`config.mk`:
```
export PLATFORM = sky130hd
export DESIGN_NAME = mmio_uart_tx
export DESIGN_NICKNAME = d
export VERILOG_FILES = /design/src/rtl/mmio_uart_tx.sv
export SDC_FILE = /design/constraint.sdc
export NUM_CORES = 1
export LEC_CHECK = 0
export ABC_AREA = 1
export CAP_MARGIN = 15
export CORE_UTILIZATION = 35
export DETAILED_ROUTE_END_ITERATION = 8
export HOLD_SLACK_MARGIN = 0.1
export SETUP_SLACK_MARGIN = 0.2
export SLEW_MARGIN = 20
export SYNTH_ARGS = -nofsm -noshare
export SYNTH_HDL_FRONTEND = slang
export SYNTH_SLANG_ARGS = --single-unit
```
`constraint.sdc`:
```
create_clock -name clock -period 6.6 [get_ports clock]
set_clock_uncertainty 0.2 [all_clocks]
set_input_delay 1.32 -clock clock [delete_from_list [all_inputs] [get_ports clock]]
set_output_delay 1.32 -clock clock [all_outputs]
set_load 0.01 [all_outputs]
```
`src/rtl/mmio_uart_tx.sv`:
```
`default_nettype none
// ============================================================================
// mmio_uart_tx : memory-mapped 8N1 UART transmitter with a TX byte FIFO
// Revision 1.0
// ============================================================================

package mmio_uart_pkg;
  localparam int XLEN = 32;

  localparam logic [1:0] WIDTH_BYTE = 2'd0;
  localparam logic [1:0] WIDTH_HALF = 2'd1;
  localparam logic [1:0] WIDTH_WORD = 2'd2;

  typedef struct packed {
    logic [XLEN-1:0] addr;
    logic [XLEN-1:0] value;
    logic [1:0]      width;
    logic            enable;
  } mem_write_control_t;
endpackage

module mmio_uart_tx
  import mmio_uart_pkg::*;
#(
  parameter logic [31:0] BASE_ADDR       = 32'h0001_0000,
  parameter int          FIFO_DEPTH      = 8,
  parameter int          DEFAULT_DIVISOR = 16
) (
  input  logic               clock,
  input  logic               reset,
  input  mem_write_control_t memory_mapped_io_control,
  output logic [XLEN-1:0]    memory_mapped_io_r_data,
  output logic               memory_mapped_io_write_complete,
  output logic               tx,
  output logic               busy
);

  localparam int          PTR_W         = $clog2(FIFO_DEPTH) + 1;
  localparam int          IDX_W         = PTR_W - 1;
  localparam logic [15:0] RESET_DIVISOR = (DEFAULT_DIVISOR == 0) ? 16'd1 : 16'(DEFAULT_DIVISOR);

  localparam logic [1:0] SEL_TXDATA  = 2'd0;
  localparam logic [1:0] SEL_STATUS  = 2'd1;
  localparam logic [1:0] SEL_DIVISOR = 2'd2;

  typedef enum logic [1:0] {
    S_IDLE  = 2'd0,
    S_START = 2'd1,
    S_DATA  = 2'd2,
    S_STOP  = 2'd3
  } state_t;

  state_t           state_q;
  logic [7:0]       shift_q;
  logic [2:0]       bit_q;
  logic [15:0]      baud_q;
  logic             tx_q;

  logic [PTR_W-1:0] wr_ptr_q, wr_ptr_d;
  logic [PTR_W-1:0] rd_ptr_q, rd_ptr_d;
  logic [7:0]       fifo_mem_q [FIFO_DEPTH];
  logic [15:0]      divisor_q, divisor_d;
  logic             armed_q, armed_d;
  logic             write_complete_q;

  logic             in_window;
  logic [1:0]       reg_sel;
  logic             accept;
  logic             push;
  logic             pop;
  logic             fifo_empty;
  logic             fifo_full;
  logic [PTR_W-1:0] occupancy;
  logic [31:0]      occ_ext;
  logic [3:0]       occ_sat;
  logic [15:0]      div_wdata;
  logic             unused_ctrl_bits;

  assign unused_ctrl_bits = ^{memory_mapped_io_control.value[31:16],
                              memory_mapped_io_control.addr[1:0]};

  // ---------------------------------------------------------------------------
  // Address decode and write handshake
  // ---------------------------------------------------------------------------
  assign in_window = (memory_mapped_io_control.addr[XLEN-1:4] == BASE_ADDR[XLEN-1:4]);
  assign reg_sel   = memory_mapped_io_control.addr[3:2];

  // A TXDATA write against a full FIFO is held off rather than dropped.
  assign accept = memory_mapped_io_control.enable && in_window && armed_q &&
                  !((reg_sel == SEL_TXDATA) && fifo_full);
  assign push   = accept && (reg_sel == SEL_TXDATA);
  assign pop    = (state_q == S_IDLE) && !fifo_empty;

  assign fifo_empty = (wr_ptr_q == rd_ptr_q);
  assign fifo_full  = (wr_ptr_q[PTR_W-1] != rd_ptr_q[PTR_W-1]) &&
                      (wr_ptr_q[IDX_W-1:0] == rd_ptr_q[IDX_W-1:0]);
  assign occupancy  = wr_ptr_q - rd_ptr_q;
  assign occ_ext    = 32'(occupancy);
  assign occ_sat    = (occ_ext > 32'd15) ? 4'hF : occ_ext[3:0];

  assign div_wdata = (memory_mapped_io_control.width == WIDTH_BYTE)
                   ? {8'h00, memory_mapped_io_control.value[7:0]}
                   : memory_mapped_io_control.value[15:0];

  always_comb begin
    wr_ptr_d  = push ? (wr_ptr_q + PTR_W'(1)) : wr_ptr_q;
    rd_ptr_d  = pop  ? (rd_ptr_q + PTR_W'(1)) : rd_ptr_q;
    divisor_d = divisor_q;
    if (accept && (reg_sel == SEL_DIVISOR)) begin
      divisor_d = (div_wdata == 16'd0) ? 16'd1 : div_wdata;
    end
    // Re-arm only after the hart drops enable, so a held request acks once.
    if (!memory_mapped_io_control.enable) begin
      armed_d = 1'b1;
    end else begin
      armed_d = armed_q && !accept;
    end
  end

  always_ff @(posedge clock or negedge reset) begin
    if (!reset) begin
      wr_ptr_q         <= '0;
      rd_ptr_q         <= '0;
      divisor_q        <= RESET_DIVISOR;
      armed_q          <= 1'b1;
      write_complete_q <= 1'b0;
    end else begin
      wr_ptr_q         <= wr_ptr_d;
      rd_ptr_q         <= rd_ptr_d;
      divisor_q        <= divisor_d;
      armed_q          <= armed_d;
      write_complete_q <= accept;
    end
  end

  always_ff @(posedge clock) begin
    if (push) begin
      fifo_mem_q[wr_ptr_q[IDX_W-1:0]] <= memory_mapped_io_control.value[7:0];
    end
  end

  // ---------------------------------------------------------------------------
  // Serialiser: the divisor is re-sampled at every bit boundary
  // ---------------------------------------------------------------------------
  always_ff @(posedge clock or negedge reset) begin
    if (!reset) begin
      state_q <= S_IDLE;
      shift_q <= '0;
      bit_q   <= '0;
      baud_q  <= '0;
      tx_q    <= 1'b1;
    end else begin
      case (state_q)
        S_IDLE: begin
          tx_q <= 1'b1;
          if (!fifo_empty) begin
            shift_q <= fifo_mem_q[rd_ptr_q[IDX_W-1:0]];
            baud_q  <= divisor_q - 16'd1;
            tx_q    <= 1'b0;
            state_q <= S_START;
          end
        end
        S_START: begin
          if (baud_q == 16'd0) begin
            state_q <= S_DATA;
            bit_q   <= 3'd0;
            baud_q  <= divisor_q - 16'd1;
            tx_q    <= shift_q[0];
          end else begin
            baud_q <= baud_q - 16'd1;
          end
        end
        S_DATA: begin
          if (baud_q == 16'd0) begin
            baud_q <= divisor_q - 16'd1;
            if (bit_q == 3'd7) begin
              state_q <= S_STOP;
              tx_q    <= 1'b1;
            end else begin
              bit_q   <= bit_q + 3'd1;
              shift_q <= {1'b0, shift_q[7:1]};
              tx_q    <= shift_q[1];
            end
          end else begin
            baud_q <= baud_q - 16'd1;
          end
        end
        S_STOP: begin
          if (baud_q == 16'd0) begin
            state_q <= S_IDLE;
            tx_q    <= 1'b1;
          end else begin
            baud_q <= baud_q - 16'd1;
          end
        end
        default: begin
          state_q <= S_IDLE;
          tx_q    <= 1'b1;
        end
      endcase
    end
  end

  // ---------------------------------------------------------------------------
  // Outputs and side-effect-free read path
  // ---------------------------------------------------------------------------
  assign tx                              = tx_q;
  assign busy                            = !fifo_empty || (state_q != S_IDLE);
  assign memory_mapped_io_write_complete = write_complete_q;

  always_comb begin
    memory_mapped_io_r_data = '0;
    if (in_window) begin
      case (reg_sel)
        SEL_STATUS: begin
          memory_mapped_io_r_data[0]   = fifo_full;
          memory_mapped_io_r_data[1]   = fifo_empty;
          memory_mapped_io_r_data[2]   = busy;
          memory_mapped_io_r_data[7:4] = occ_sat;
        end
        SEL_DIVISOR: memory_mapped_io_r_data[15:0] = divisor_q;
        default:     memory_mapped_io_r_data = '0;
      endcase
    end
  end

endmodule

`default_nettype wire

```
# Yosys cells after proc, flatten, opt, wreduce, memory -nomap -nowiden

Memory sizes are Yosys's and may differ from the RTL's.
Cells that the tools add are included.

Bits in registers: 56
Bits in latches: 0
RAM bits: 64
Memory bits (read-only): 0
Input port bits: 69
Output and inout port bits: 35
Word-level logic and storage cells: 97
Memories: 1

Memories:

| name       | words | width | read ports | clocked after Yosys merged registers in | write ports | RTL line | RTL |
|---|---|---|---|---|---|---|---|
| fifo_mem_q | 8     | 8     | 1          | 0                                       | 1           | 61       | `logic [7:0] fifo_mem_q [FIFO_DEPTH];` |

Add/sub/neg operators: 6
Multipliers: 0
Div/mod/pow operators: 0
Order comparisons: 1
Equal/unequal tests: 17
Shift operators: 0
Multiplexer cells: 35
Bitwise operators: 0
Reduce and logical (&&, ||, !) cells: 27

Operators by type and width:

| operator              | count |
|---|---|
| $mux 16               | 6 |
| $pmux 16 s3           | 1 |
| $logic_not 16->1      | 2 |
| $mux 8                | 4 |
| $sub 16x1->16 const B | 2 |
| $eq 28x13->1 const B  | 1 |
| $pmux 8 s2            | 1 |
| $ne 2x2->1 const B    | 7 |
| $pmux 3 s2            | 2 |
| $mux 2                | 5 |
| $logic_and 1x1->1     | 9 |
| $mux 1                | 9 |
| $mux 3                | 3 |
| $add 4x1->4 const B   | 2 |
| $pmux 2 s4            | 1 |
| $pmux 4 s2            | 1 |
| $reduce_and 4->1      | 2 |
| $eq 2x2->1 const B    | 3 |
| $logic_not 2->1       | 3 |
| $reduce_bool 2->1     | 3 |
| $reduce_and 5->1      | 1 |
| $eq 2x1->1 const B    | 2 |
| $eq 4x4->1            | 1 |
| $gt 4x4->1 const B    | 1 |
| other kinds (12)      | 14 |

# Depth between registers and ports, before layout

Gate-level depths: netlist of the first run.

Depth after elaboration: 8
Gate-level depth with buffers: 15
Mapped depth without buffers: 13

# Worst setup path after synthesis of the first run

Ideal clock, no wire load.

Path kind: in2out
From: input port memory_mapped_io_control[37] in the netlist's numbering
To: output port memory_mapped_io_r_data[0]
Arrival: 2.355 ns
Data required time: 5.080 ns
Slack: 2.725 ns
Cell stages on the path: 6
Path buffers: 2
Path through: inv_1 ha_1 clkbuf_1 clkbuf_1 nand2_1 a21oi_1

Longest elaborated chain between the ends: 3
Elaborated cells on any way between the ends: 4
Those cells by class: eq/ne: 2; mux: 2

Ends and longest elaborated chain:

| what                                            | RTL line | RTL |
|---|---|---|
| from (decl)                                     | 31       | `input mem_write_control_t memory_mapped_io_control,` |
| $eq 2x2->1 / $eq 2x1->1 (equally long branches) | 214      | `case (reg_sel)` |
| $pmux 3 s2 *                                    | 214      |  |
| $mux 16 *                                       | 213      | `if (in_window) begin` |
| to (decl)                                       | 32       | `output logic [XLEN-1:0] memory_mapped_io_r_data,` |

Every way passes the cells marked *; elsewhere a longest branch is shown, timed or not.

# Final worst setup path of the first run

From: input port memory_mapped_io_control[37] in the netlist's numbering
To: output port memory_mapped_io_r_data[10]

Longest elaborated chain between the ends: 3

Ends and longest elaborated chain:

| what       | RTL line |
|---|---|
| $eq 2x2->1 | 214 |
| $mux 8     | 214 |
| $mux 16    | 213 |

No other way between the ends.

==> results of run 1 <==
-- state kept, by name (all words and copies together), names as in the netlist --
register / flops
wr_ptr_q: 4
rd_ptr_q: 4
shift_q: 8
fifo_mem_q: 64
state_q: 2
bit_q: 3
baud_q: 16
tx: 1
armed_q: 1
memory_mapped_io_write_complete: 1
divisor_q: 16
-- logic make-up after synthesis --
kind of cell / Yosys count / synth area share (%)
XOR/XNOR: 19 / 2.51
flip-flops: 120 / 50.2
AO/OA/AOI/OAI: 100 / 8.70
adder cells (fa/ha/maj): 18 / 3.51
AND/OR/NAND/NOR: 419 / 26.9
buffers and inverters: 115 / 8.14
other: 1 / 0.0566
-- synth_stat cells --
| library cell | instances | area (um^2) |
|---|---|---|
| and2_0 | 1 | 6.26 |
| a21oi_2 | 11 | 96.3 |
| o21bai_1 | 1 | 7.51 |
| nand4_1 | 9 | 56.3 |
| nand2_1 | 190 | 713 |
| nor3_1 | 17 | 85.1 |
| o22ai_1 | 8 | 50.1 |
| dfstp_2 | 3 | 78.8 |
| a21oi_1 | 29 | 145 |
| nand3b_1 | 2 | 15.0 |
| o21ai_1 | 5 | 25.0 |
| conb_1 | 1 | 3.75 |
| o21ai_0 | 41 | 205 |
| o221ai_1 | 1 | 8.76 |
| nor2_1 | 110 | 413 |
| clkinv_1 | 2 | 7.51 |
| inv_2 | 1 | 3.75 |
| o21ai_4 | 1 | 16.3 |
| inv_4 | 1 | 6.26 |
| nand2_4 | 2 | 22.5 |
| nand2_2 | 3 | 18.8 |
| xor2_1 | 13 | 114 |
| a22oi_1 | 2 | 15.0 |
| buf_1 | 1 | 3.75 |
| o31ai_1 | 1 | 7.51 |
| edfxtp_1 | 64 | 1920 |
| clkbuf_1 | 14 | 52.6 |
| buf_4 | 18 | 135 |
| fa_1 | 1 | 20.0 |
| dfrtp_1 | 53 | 1330 |
| nor2_4 | 2 | 22.5 |
| nor2_2 | 11 | 68.8 |
| inv_1 | 73 | 274 |
| ha_1 | 17 | 213 |
| xnor2_1 | 6 | 52.6 |
| buf_6 | 5 | 56.3 |
| and2_1 | 1 | 6.26 |
| nand3_1 | 71 | 355 |
-- tightest hold or removal path: cells and delay by family, from the launching register on --
kind             cells  cell delay (ns)
flip-flops           1             0.37
AND/OR/NAND/NOR      2             0.10
-- power breakdown --
part	total (mW)	switching [mW]	internal, mW
Clock	0.882	0.357	0.524
Combinational	0.0636	0.0329	0.0307
Sequential	0.791	0.00000000516	0.791
Total	1.74	0.390	1.35
-- worst min path at each step --
stage	slack [ns]	end	start	cells past startpoint
after floorplan	0.24	armed_q	armed_q	2
after global placement	0.25	armed_q	armed_q	2
after detailed placement	0.26	armed_q	armed_q	2
after CTS	0.26	armed_q	armed_q	2
after global routing	0.28	armed_q	armed_q	2
final	0.27	armed_q	armed_q	2
-- metrics by stage --
stage | cell area (um^2) | hold slack [ns] | total power [mW] | util, % | instances
6_report | 8040 | 0.270 | 1.74 | 44.0 | 1107
4_1_cts | 8040 | 0.265 | 1.75 | 44.0 | 1107
2_1_floorplan | 6690 | 0.242 | 0.829 | - | 807
3_5_place_dp | 7480 | 0.256 | 0.870 | 41.0 | 1076
5_1_grt | 8040 | 0.282 | 1.79 | 44.0 | 1107
3_3_place_gp | 7480 | 0.254 | 0.870 | 40.9 | 1076
-- layout make-up --
cell class | count | area share (%)
sequential | 120 | 41.4
multi-input combinational | 572 | 35.1
timing repair buffer | 78 | 9.36
clock buffer | 17 | 5.29
inverter | 77 | 3.62
tap | 229 | 3.56
clock inverter | 14 | 1.70
-- metal layers --
metal	up-vias	global-route usage, %	wire [um]
met5	-	0	0
met4	0	5.61	235
met3	25	3.68	714
met2	126	27.0	7110
met1	2457	21.7	7150
li1	2724	-	-
==> run metrics, run 1 <==
Max IR drop VDD 192 uV; Tot GR Track Use 16.5%; CP Buf/Inv Count 4; Worst Path Max Fanout 16; delay-heaviest family, CP buffers and inverters; diode count 0; R2R cell count 12; layout cells sized above 1 8.66%; RR Startpoint rd_ptr_q[2]; gr ovfl total 0; worst setup margin 1.54 ns; global-route wire length before repair 25,100 um; max_cap viols 0; R2R Setup Slk 3.19 ns; die width 140 um; CP max stage cell ha_1; Detailed Routing Iterations Pass 1 4; endpoint type of the worst setup path output port; worst-path cell chain clkdlybuf4s50_1, inv_1, ha_1, inv_1, nor3_1, clkdlybuf4s50_1; multi-input logic area 0.00282 mm^2; final setup TNS 0 ns; CP Depth 6; slew margin rel. 44.7%; Synth Warn # 0; Starting Density 36.3%; Tcrit/Tclk final 76.6%; crit-path max cell delay 0.60 ns; Syn Area/Cell 8.37 um^2; run status finished clean; # setup viols final 0; hold crit path type reg2reg; Die H 140 um; Clock Pin Slew Worst Setup and Hold Paths 0.06 ns; most common cell after layout, fill and taps aside nand2_1; largest net degree at the start of global routing 57; vias in the first global route 4,956; Lkg Pwr 3.46 nW; crit path capture memory_mapped_io_r_data[10]; Ports 104; Rows 49; Iter 0 DRT Violations 334; fin crit period 5.06 ns; Mapped Cells 792; clk_lat worst skew 0.42 ns; nets@finish 953; most frequent cells in the layout nand2_1, nor2_1, inv_1, nand3_1, clkdlybuf4s50_1; area of the core 0.0183 mm^2; H-tree Lvls 4; HPWL after DPL 10,600 um; fin. max-slew vios 0; drt via density 4.82; Clock Sinks 120; Worst Tran Pin Value 0.829 ns; total CTS buffers 17; wire per inst 13.7 um; initial antenna violation count 0; Place WS 1.54 ns; port bufs 69; Worst EP required 5.08 ns; post-synthesis cell area 0.00663 mm^2; post-route ant nets 0; GPL Wtd Cong 0.807; Crit Path Category in2out; register bit total from synthesis 120; DRC viols 0; Final Hold Viols 0; CP Launch Type input port; pwr dens 216 mW/mm^2; Gates resized, CTS repair 0; R2R Path End fifo_mem_q[2][0]; count of different cell masters after synthesis 38; final wirelength 15,200 um; CP startpoint memory_mapped_io_control[37]; clock tree buffer depth 2; Max Freq 0.198 GHz; unrepaired setup endpoints after global routing no; clock root buffer master clkbuf_16; post-CTS setup repair buffer count 0; cts hold-fix bufs 0; sequential cell area 0.00333 mm^2; die area 0.0195 mm^2; Arr. time, crit path 3.54 ns; TritonCTS clock tree built; synthesis-to-finish area growth 21.3%; fill count 1,806; vias 5,332; sequential element share of the synthesized area 50.2%
Note: power is estimated with default switching activity, not from simulation.
==> inputs of run 2 (changes only) <==
==> constraint.sdc (replaced) <==
create_clock -name clock -period 5.18 [get_ports clock]
set_clock_uncertainty 0.2 [all_clocks]
set_input_delay 1.036 -clock clock [delete_from_list [all_inputs] [get_ports clock]]
set_output_delay 1.036 -clock clock [all_outputs]
set_load 0.01 [all_outputs]
==> run 2 against run 1 <==
  * Setup slack got worse by 0.63 ns
  * Clock-buffer cell count grew 2
  * Register-to-register slack worse by 1.5 ns
  * Sequential power increased by 28%
  * Critical path type is now reg2out
  * First-iteration DRC count rose by 8.4%
  * Flip-flop and latch count did not move
  * Hold slack got worse by 0.0089 ns
  * Critical path depth up 2
  * Die area is the same
  * Cell area up 0.53%
  * Global-route usage rose by 0.44 points
==> run metrics, run 2 (same netlist as run 1, synthesis figures left out) <==
worst-path cell chain inv_1, ha_1, nand3_1, nor2_1, nand2_1, a22oi_1, nor2_1, clkdlybuf4s50_1; Detailed Routing Iterations Pass 1 5; endpoint type of the worst setup path output port; crit-path max cell delay 0.55 ns; most frequent cells in the layout nand2_1, nor2_1, inv_1, nand3_1, clkdlybuf4s50_1; max FFs per register 64; Max IR drop VDD 237 uV; global-route wire length before repair 25,600 um; unrepaired setup endpoints after global routing no; Max Freq 0.234 GHz; DRC viols 0; fin crit period 4.27 ns; drt via density 4.79; nets@finish 956; pwr dens 278 mW/mm^2; Gates resized, CTS repair 0; initial antenna violation count 0; die area 0.0195 mm^2; Die H 140 um; Tcrit/Tclk final 82.4%; TritonCTS clock tree built; Worst Path Max Fanout 11; clock tree buffer depth 2; cts hold-fix bufs 0; CP Launch Type flop; max_cap viols 0; Worst Tran Pin Value 0.894 ns; Clock Sinks 120; clk_lat worst skew 0.42 ns; Rows 49; Cell Count, Final, Fillers Out 1,111; Starting Density 36.3%; CP max stage cell dfrtp_1; Iter 0 DRT Violations 362; port bufs 69; clock root buffer master clkbuf_16; wire per inst 13.7 um; diode count 0; Final Hold Viols 0; slew margin rel. 40.3%; final wirelength 15,200 um; synthesis-to-finish area growth 22.0%; worst setup margin 0.913 ns; post-CTS setup repair buffer count 0; Crit path top cell by count nor2_1; layout cells sized above 1 8.84%; Crit Path Category reg2out; hold crit path type reg2reg; most common cell after layout, fill and taps aside nand2_1; HPWL after DPL 10,600 um; run status finished clean; die width 140 um; final setup TNS 0 ns; GPL Wtd Cong 0.772; Ports 104; total CTS buffers 17; Tot GR Track Use 17.0%; area of the core 0.0183 mm^2; post-route ant nets 0; H-tree Lvls 4; vias 5,319; Lkg Pwr 3.48 nW; fin. max-slew vios 0; # setup viols final 0; dpl cells 1,079; Place WS 0.894 ns; largest net degree at the start of global routing 57; Worst EP required 3.94 ns; Clock Pin Slew Worst Setup and Hold Paths 0.06 ns; Arr. time, crit path 3.03 ns; gr ovfl total 0; vias in the first global route 5,055
## run 2: path summary, 6_finish.rpt
kind,start,to,slack (ns),depth (start not counted)
setup / recovery,rd_ptr_q[2],memory_mapped_io_r_data[2],0.91,8
hold / removal,armed_q,armed_q,0.26,2
hold reg to reg,armed_q,armed_q,0.26,2
min in group asynchronous,reset,baud_q[15],0.56,2
max in group asynchronous,reset,divisor_q[6],3.71,2
setup reg to reg,rd_ptr_q[2],fifo_mem_q[0][2],1.68,12
## run 2: metal layers
metal / vias to the layer above / GRT usage (%) / routed length [um]
met5: - / 0 / 0
met4: 0 / 6.88 / 280
met3: 18 / 3.23 / 653
met2: 130 / 26.7 / 7070
met1: 2445 / 23.0 / 7200
li1: 2726 / - / -
## run 2: final cells by class
| class | count | area (um^2) |
|---|---|---|
| sequential | 120 | 3330 |
| multi-input combinational | 572 | 2820 |
| fill | 1790 | 10200 |
| inverter | 77 | 292 |
| clock buffer | 19 | 443 |
| tap | 229 | 287 |
| timing repair buffer | 81 | 776 |
| clock inverter | 13 | 144 |
## run 2: critical path, delay by kind of cell (launching register included)
| family | cells | cell delay, ns |
|---|---|---|
| DFF | 1 | 0.55 |
| AOI/OAI and AO/OA | 1 | 0.21 |
| adders and majority gates | 1 | 0.45 |
| buffers and inverters | 2 | 0.81 |
| and+or+nand+nor | 4 | 0.58 |
## run 2: report_power, final
part	total (mW)	switching, mW	internal (mW)
Sequential	1.01	0.00000000652	1.01
Combinational	0.0815	0.0418	0.0397
Clock	1.16	0.436	0.724
## run 2: per-stage QoR
step / hold slack, ns / area (um^2) / total power [mW] / util (%)
after floorplan: 0.242 / 6690 / 1.06 / -
after global placement: 0.253 / 7500 / 1.11 / 41.0
after detailed placement: 0.254 / 7500 / 1.11 / 41.0
after CTS: 0.262 / 8090 / 2.28 / 44.3
after global routing: 0.278 / 8090 / 2.32 / 44.3
final: 0.261 / 8090 / 2.25 / 44.3
